### src/rtl/raster_prim_fetch_ctrl.sv
// raster_prim_fetch_ctrl
// Walks one tile's primitive index buffer: reads each 32-bit index, turns it
// into a primitive record address and hands it (tagged with the tile
// rectangle) to the setup stage.
//
// Handshake rule for every valid/ready pair on this block: a transfer happens
// on a rising edge where both valid and ready are high; the valid side holds
// valid and its payload stable until that transfer, and valid never depends
// combinationally on ready.
module raster_prim_fetch_ctrl #(
  parameter int DCR_DATA_BITS  = 32,
  parameter int TILE_DATA_BITS = 16
) (
  input  logic                      clk,
  input  logic                      reset,
  input  logic                      start,
  input  logic [DCR_DATA_BITS-1:0]  pidx_addr,
  input  logic [DCR_DATA_BITS-1:0]  pidx_size,
  input  logic [DCR_DATA_BITS-1:0]  pbuf_addr,
  input  logic [DCR_DATA_BITS-1:0]  pbuf_stride,
  input  logic [TILE_DATA_BITS-1:0] tile_left,
  input  logic [TILE_DATA_BITS-1:0] tile_top,
  input  logic [TILE_DATA_BITS-1:0] tile_width,
  input  logic [TILE_DATA_BITS-1:0] tile_height,
  output logic                      mem_req_valid,
  output logic [DCR_DATA_BITS-1:0]  mem_req_addr,
  input  logic                      mem_req_ready,
  input  logic                      mem_rsp_valid,
  input  logic [DCR_DATA_BITS-1:0]  mem_rsp_data,
  output logic                      mem_rsp_ready,
  output logic                      prim_valid,
  input  logic                      prim_ready,
  output logic [DCR_DATA_BITS-1:0]  prim_addr,
  output logic [TILE_DATA_BITS-1:0] prim_left,
  output logic [TILE_DATA_BITS-1:0] prim_top,
  output logic [TILE_DATA_BITS-1:0] prim_width,
  output logic [TILE_DATA_BITS-1:0] prim_height,
  output logic                      prim_last,
  output logic                      busy,
  output logic                      done,
  output logic [2:0]                dbg_state
);

  typedef enum logic [2:0] {
    S_IDLE = 3'd0,
    S_REQ  = 3'd1,
    S_RSP  = 3'd2,
    S_EMIT = 3'd3,
    S_DONE = 3'd4
  } state_t;

  localparam logic [DCR_DATA_BITS-1:0] ONE = DCR_DATA_BITS'(1);

  state_t                    state;
  logic [DCR_DATA_BITS-1:0]  cnt;
  logic [DCR_DATA_BITS-1:0]  pidx_addr_q;
  logic [DCR_DATA_BITS-1:0]  pidx_size_q;
  logic [DCR_DATA_BITS-1:0]  pbuf_addr_q;
  logic [DCR_DATA_BITS-1:0]  pbuf_stride_q;
  logic [TILE_DATA_BITS-1:0] tile_left_q;
  logic [TILE_DATA_BITS-1:0] tile_top_q;
  logic [TILE_DATA_BITS-1:0] tile_width_q;
  logic [TILE_DATA_BITS-1:0] tile_height_q;
  logic [DCR_DATA_BITS-1:0]  prim_addr_q;
  logic                      prim_last_q;

  // Sequencer: latch config on start, then one request / one response / one
  // emit per index until the last index has been handed downstream.
  always_ff @(posedge clk) begin
    if (reset) begin
      state         <= S_IDLE;
      cnt           <= '0;
      pidx_addr_q   <= '0;
      pidx_size_q   <= '0;
      pbuf_addr_q   <= '0;
      pbuf_stride_q <= '0;
      tile_left_q   <= '0;
      tile_top_q    <= '0;
      tile_width_q  <= '0;
      tile_height_q <= '0;
      prim_addr_q   <= '0;
      prim_last_q   <= 1'b0;
    end else begin
      case (state)
        S_IDLE: begin
          if (start) begin
            pidx_addr_q   <= pidx_addr;
            pidx_size_q   <= pidx_size;
            pbuf_addr_q   <= pbuf_addr;
            pbuf_stride_q <= pbuf_stride;
            tile_left_q   <= tile_left;
            tile_top_q    <= tile_top;
            tile_width_q  <= tile_width;
            tile_height_q <= tile_height;
            cnt           <= '0;
            state         <= (pidx_size == '0) ? S_DONE : S_REQ;
          end
        end
        S_REQ: begin
          if (mem_req_ready) state <= S_RSP;
        end
        S_RSP: begin
          if (mem_rsp_valid) begin
            // Low DCR_DATA_BITS only: the address wraps rather than saturates.
            prim_addr_q <= pbuf_addr_q + mem_rsp_data * pbuf_stride_q;
            // size is at least 1 here, so size-1 cannot underflow.
            prim_last_q <= (cnt == pidx_size_q - ONE);
            state       <= S_EMIT;
          end
        end
        S_EMIT: begin
          if (prim_ready) begin
            cnt   <= cnt + ONE;
            state <= prim_last_q ? S_DONE : S_REQ;
          end
        end
        S_DONE: begin
          state <= S_IDLE;
        end
        default: begin
          state <= S_IDLE;
        end
      endcase
    end
  end

  // Outputs decoded from registered state only; no input-to-output paths.
  assign mem_req_valid = (state == S_REQ);
  assign mem_req_addr  = (state == S_REQ) ? (pidx_addr_q + (cnt << 2)) : '0;
  assign mem_rsp_ready = (state == S_RSP);
  assign prim_valid    = (state == S_EMIT);
  assign prim_addr     = prim_addr_q;
  assign prim_last     = prim_last_q && (state == S_EMIT);
  assign prim_left     = tile_left_q;
  assign prim_top      = tile_top_q;
  assign prim_width    = tile_width_q;
  assign prim_height   = tile_height_q;
  assign busy          = (state != S_IDLE);
  assign done          = (state == S_DONE);
  assign dbg_state     = state;

endmodule

### config.mk
export PLATFORM = sky130hd
export DESIGN_NAME = raster_prim_fetch_ctrl
export DESIGN_NICKNAME = d
export VERILOG_FILES = /design/src/rtl/raster_prim_fetch_ctrl.sv
export SDC_FILE = /design/constraint.sdc
export NUM_CORES = 2
export LEC_CHECK = 0
export BUFFER_PORTS_ARGS = -buffer_cell sky130_fd_sc_hd__buf_2
export CORE_MARGIN = 2
export CORE_UTILIZATION = 40
export CTS_CLUSTER_SIZE = 30
export DETAILED_ROUTE_END_ITERATION = 8
export PLACE_DENSITY_LB_ADDON = 0.25
export SYNTH_ARGS = -nofsm -noshare
export SYNTH_HDL_FRONTEND = slang
export SYNTH_SLANG_ARGS = --single-unit
### constraint.sdc
create_clock -name clk -period 7.45 [get_ports clk]
set_input_delay 1.49 -clock clk [delete_from_list [all_inputs] [get_ports clk]]
set_output_delay 1.49 -clock clk [all_outputs]
set_load 0.005 [all_outputs]
==> summary.md <==
| Metric | Value |
|---|---|
| Fin nets | between 4000 and 5000 |
| Layout area overhead | 18.6% |
| Setup CP Type | in -> reg |
| Die width | between 200 and 300 um |
| Core area | 0.0704 mm2 |
| Tmin final | 7.26 ns |
| Crit. End Element | flip-flop |
| Post-route DRC violation count | 0 |
| Num Clock Sinks | 260 |
| Maximum clock insertion buffer count | 3 |
| Peak VDD IR | ~0.77 mV |
| Max Fanout on Critical Path | 6 |
| Fin. Hold Viols | 0 |
| Mux cell area share after synthesis | 0.280% |
| Initial antenna violation count | 12 |
| Largest net degree at the start of global routing | between 150 and 200 |
| DR vias/cell | 4.95 |
| Mapped Area | 0.0286 mm2 |
| Drt first pass iters | 5 |
| Clock skew | 0.0315 ns |
| Flop pwr share | 10.4% |
| Crit-path max cell delay | 0.52 ns |
| Fmax achieved | 138 MHz |
| Max-slew headroom at the worst pin | between 20% and 30% |
| Crit path top cell by count | fa_1 |
| CP arrival | 7.69 ns |
| Post-synthesis simple-gate area fraction | 21.1% |
| Vias in the first global route | 24000 |
| Routed len/inst | between 15 and 20 um |
| Die ar. | roughly 0.074 mm2 |
| Run status | completed |
| Antenna violation net count after detailed routing | 0 |
| LEAKAGE | 0.0160 uW |
| Tcrit/Tclk final | 97.4% |
| Total power | around 18000 uW |
| Register bit total from synthesis | 260 |
| Psw | roughly 8900 uW |
| Largest family of logic cells by synthesized area | adder cells |
| CTS tree | done |
| CTS Buf Count | 35 |
| Port bufs | 366 |
| Setup violators final | 0 |
| Unique cell type count in the Yosys netlist | 67 |
| Starting density of the core | 40.6% |
| Synth Area in Compound Gates | 8.55% |
| Worst reg-to-reg path cell count | 22 |
| CP max stage cell | fa_1 |
| Clock network power share | 9.6% |
| I/O pin count | 367 |
| Crit path to | prim_addr[31]$_SDFFE_PP0P_ |
| Reg2reg start | pbuf_stride_q[2]$_SDFFE_PP0P_ |
| Final hold slack | 0.446 ns |
| Clk_lat worst skew | 0.57 ns |
| Row count | 97 |
| Syn Area/Cell | 8.30 um2 |
| CP Launch Point | mem_rsp_data[5] |
| Via count | between 20000 and 25000 |
| CP delay by family, top | adder cells |
| Die height | 271 um |
| Total wire length | 87800 um |
| Reg2reg setup slack | 0.31 ns |
| Critical path depth in cells | 26 |
| Synth Instances | 3443 |
| Switching share of power | 48.6% |
| Worst path bufs/invs | 7 |
| Grt ovf | 0 |
| Worst slew pin tran | 1.07 ns |
| Reg-to-reg critical path endpoint | prim_addr[31]$_SDFFE_PP0P_ |
| Hold Path Class | reg -> reg |
| Syn_nets | about 4300 |
| Total number of yosys warnings | 0 |
| Reg clk slew, reported paths | 0.05 ns |
| DRT iter0 DRCs | 1443 |
| Internal power | 9390 uW |
| Pwr/cell area | around 540 mW/mm2 |
| Crit path required time | 7.88 ns |
| Slew Limit Fails | 0 |
| Layout cell share with drive strength beyond 1 | 17.3% |
| GRT Resource Usage Total | 23.8% |
| Post-synthesis sequential area ratio | between 10% and 20% |
| Routability cong. | about 0.90 |
| Number of flops mapped to enable cells by yosys | 0 |
| DP Wirelength | between 70000 and 80000 um |
| Synth Area in XOR/XNOR | 5.00% |
| Startpoint types | primary input |
| Gate power share | around 80% |
| H-tree depth | 2 |
| Max-Cap Viols | 0 |
| Synth Area in Adders | 37.5% |
| CTS Hold Bufs | 0 |
| Async SR Flop Fraction | 0% |
| First-pass GRT wire length | 136000 um |
| Most used DFF post-synth | dfxtp_1 |
| Root Buffer Master | clkbuf_16 |
[worst min path at each step]
| stage | startpoint | endpoint | slack [ns] | cells past startpoint |
|---|---|---|---|---|
| 4_1_cts | pidx_addr_q[1]$_SDFFE_PP0P_ | pidx_addr_q[1]$_SDFFE_PP0P_ | 0.45 | 2 |
| 6_report | pidx_addr_q[1]$_SDFFE_PP0P_ | pidx_addr_q[1]$_SDFFE_PP0P_ | 0.45 | 2 |
| 2_1_floorplan | pidx_addr_q[0]$_SDFFE_PP0P_ | pidx_addr_q[0]$_SDFFE_PP0P_ | 0.43 | 2 |
| 3_3_place_gp | prim_addr[22]$_SDFFE_PP0P_ | prim_addr[22]$_SDFFE_PP0P_ | 0.44 | 2 |
| 5_1_grt | prim_addr[10]$_SDFFE_PP0P_ | prim_addr[10]$_SDFFE_PP0P_ | 0.47 | 2 |
| 3_5_place_dp | prim_top[6]$_SDFFE_PP0P_ | prim_top[6]$_SDFFE_PP0P_ | 0.44 | 2 |
[stage by stage]
step           std cells  util [%]  area [um2]  setup TNS (ns)  setup slack, ns
2_1_floorplan       3443         -       28900        -0.00737         -0.00737
3_3_place_gp        4722      46.1       32400           -6.10           -0.569
3_5_place_dp        4722      46.1       32400           -6.61           -0.638
4_1_cts             4782      47.8       33600               0           0.0398
5_1_grt             4787      48.1       33900         -0.0425          -0.0250
6_report            4789      48.1       33900               0            0.193
[layout by cell type, fill, tap and decap left out, types with 6 or more instances in the layout]
cell / count
a211oi_1: 7
a21o_1: 25
a21oi_1: 272
a31oi_1: 12
and2_1: 309
and2_4: 15
and3_1: 19
buf_12: 11
buf_2: 345
buf_4: 149
buf_6: 12
clkbuf_16: 35
clkbuf_8: 9
dfxtp_1: 259
diode_2: 6
fa_1: 420
fa_2: 19
ha_1: 142
ha_4: 12
inv_1: 518
mux2i_1: 8
nand2_1: 687
nand2b_1: 10
nand3_1: 32
nand4_1: 15
nor2_1: 102
nor2b_1: 8
nor3_1: 19
nor4_1: 18
o21a_1: 7
o21ai_0: 49
o31ai_1: 6
or3_1: 12
xnor2_1: 108
xor2_1: 53
[synth_stat cells, types with 4 or more instances]
| master | number | area [um2] |
|---|---|---|
| nand2_1 | 690 | 2590 |
| inv_1 | 522 | 1960 |
| fa_1 | 439 | 8790 |
| and2_1 | 323 | 2020 |
| a21oi_1 | 277 | 1390 |
| dfxtp_1 | 260 | 5200 |
| clkbuf_1 | 180 | 676 |
| ha_1 | 155 | 1940 |
| xnor2_1 | 109 | 955 |
| nor2_1 | 103 | 387 |
| o21ai_0 | 54 | 270 |
| xor2_1 | 54 | 473 |
| nand3_1 | 33 | 165 |
| a21o_1 | 25 | 188 |
| and3_1 | 21 | 131 |
| nor3_1 | 20 | 100 |
| nor4_1 | 18 | 113 |
| nand4_1 | 15 | 93.8 |
| or3_1 | 13 | 81.3 |
| a31oi_1 | 12 | 75.1 |
| nand2b_1 | 10 | 62.6 |
| a211oi_1 | 8 | 60.1 |
| mux2i_1 | 8 | 80.1 |
| nor2b_1 | 8 | 50.1 |
| o21a_1 | 7 | 52.6 |
| o31ai_1 | 6 | 45.0 |
| o211ai_1 | 5 | 37.5 |
| o21bai_1 | 5 | 37.5 |
| or2_2 | 5 | 31.3 |
| o311ai_0 | 4 | 35.0 |
[repair_timing]
action,in CTS,in global routing
buffers inserted,0,3
resized for setup,2,88
endpoints found under the hold margin,0,0
endpoints found under the setup margin,1,13
pin swaps,1,33
[worst register-to-register path, delay by kind of cell (launching register included)]
family | cells | cell delay (ns)
adders and majority gates | 9 | 3.70
AOI/OAI and AO/OA | 6 | 1.13
DFF | 1 | 0.85
and+or+nand+nor | 3 | 0.76
buffers and inverters | 3 | 0.45
xor gates and xnor gates | 1 | 0.13
[cells by family (layout without fill, tap and decap cells)]
group | after synthesis | after routing
AND/OR/NAND/NOR | 1281 | 1281
buffers and inverters | 705 | 1105
adder cells (fa/ha/maj) | 594 | 594
AO/OA/AOI/OAI | 432 | 432
flip-flops | 260 | 260
XOR/XNOR | 163 | 163
multiplexers | 8 | 8
other | 0 | 6
[layout make-up]
class                           instances  area [um2]
Clock inverter                         13         196
Multi-Input combinational cell       2478       21100
Sequential cell                       260        5210
Timing Repair Buffer                  523        3270
Inverter                              522        1960
Fill cell                            7022       36500
Clock buffer                           47        1000
Tap cell                              940        1180
Antenna cell                            6        15.0
[sequential cells by signal, summed over array words and instances (netlist names)]
| name | count |
|---|---|
| cnt | 32 |
| prim_top | 16 |
| prim_addr | 32 |
| pbuf_stride_q | 32 |
| prim_height | 16 |
| prim_last_q | 1 |
| pidx_addr_q | 32 |
| prim_width | 16 |
| pbuf_addr_q | 32 |
| prim_left | 16 |
| dbg_state | 3 |
| pidx_size_q | 32 |
[per-layer routing]
layer	GRT usage [%]	routed length (um)
met3	4.94	5920
met4	7.13	2510
met2	38.4	41000
met5	0	97
met1	32.1	38300
[power groups by stage]
| stage | Sequential, uW | Clock, uW | Combinational [uW] |
|---|---|---|---|
| 4_1_cts | 1910 | 1800 | 14500 |
| 5_1_grt | 1940 | 1850 | 16300 |
| 3_5_place_dp | 1940 | 0 | 14300 |
| 6_report | 1910 | 1750 | 14600 |
| 3_3_place_gp | 1940 | 0 | 14300 |
| 2_1_floorplan | 1800 | 0 | 9030 |
Note: power is estimated with default switching activity, not from simulation.
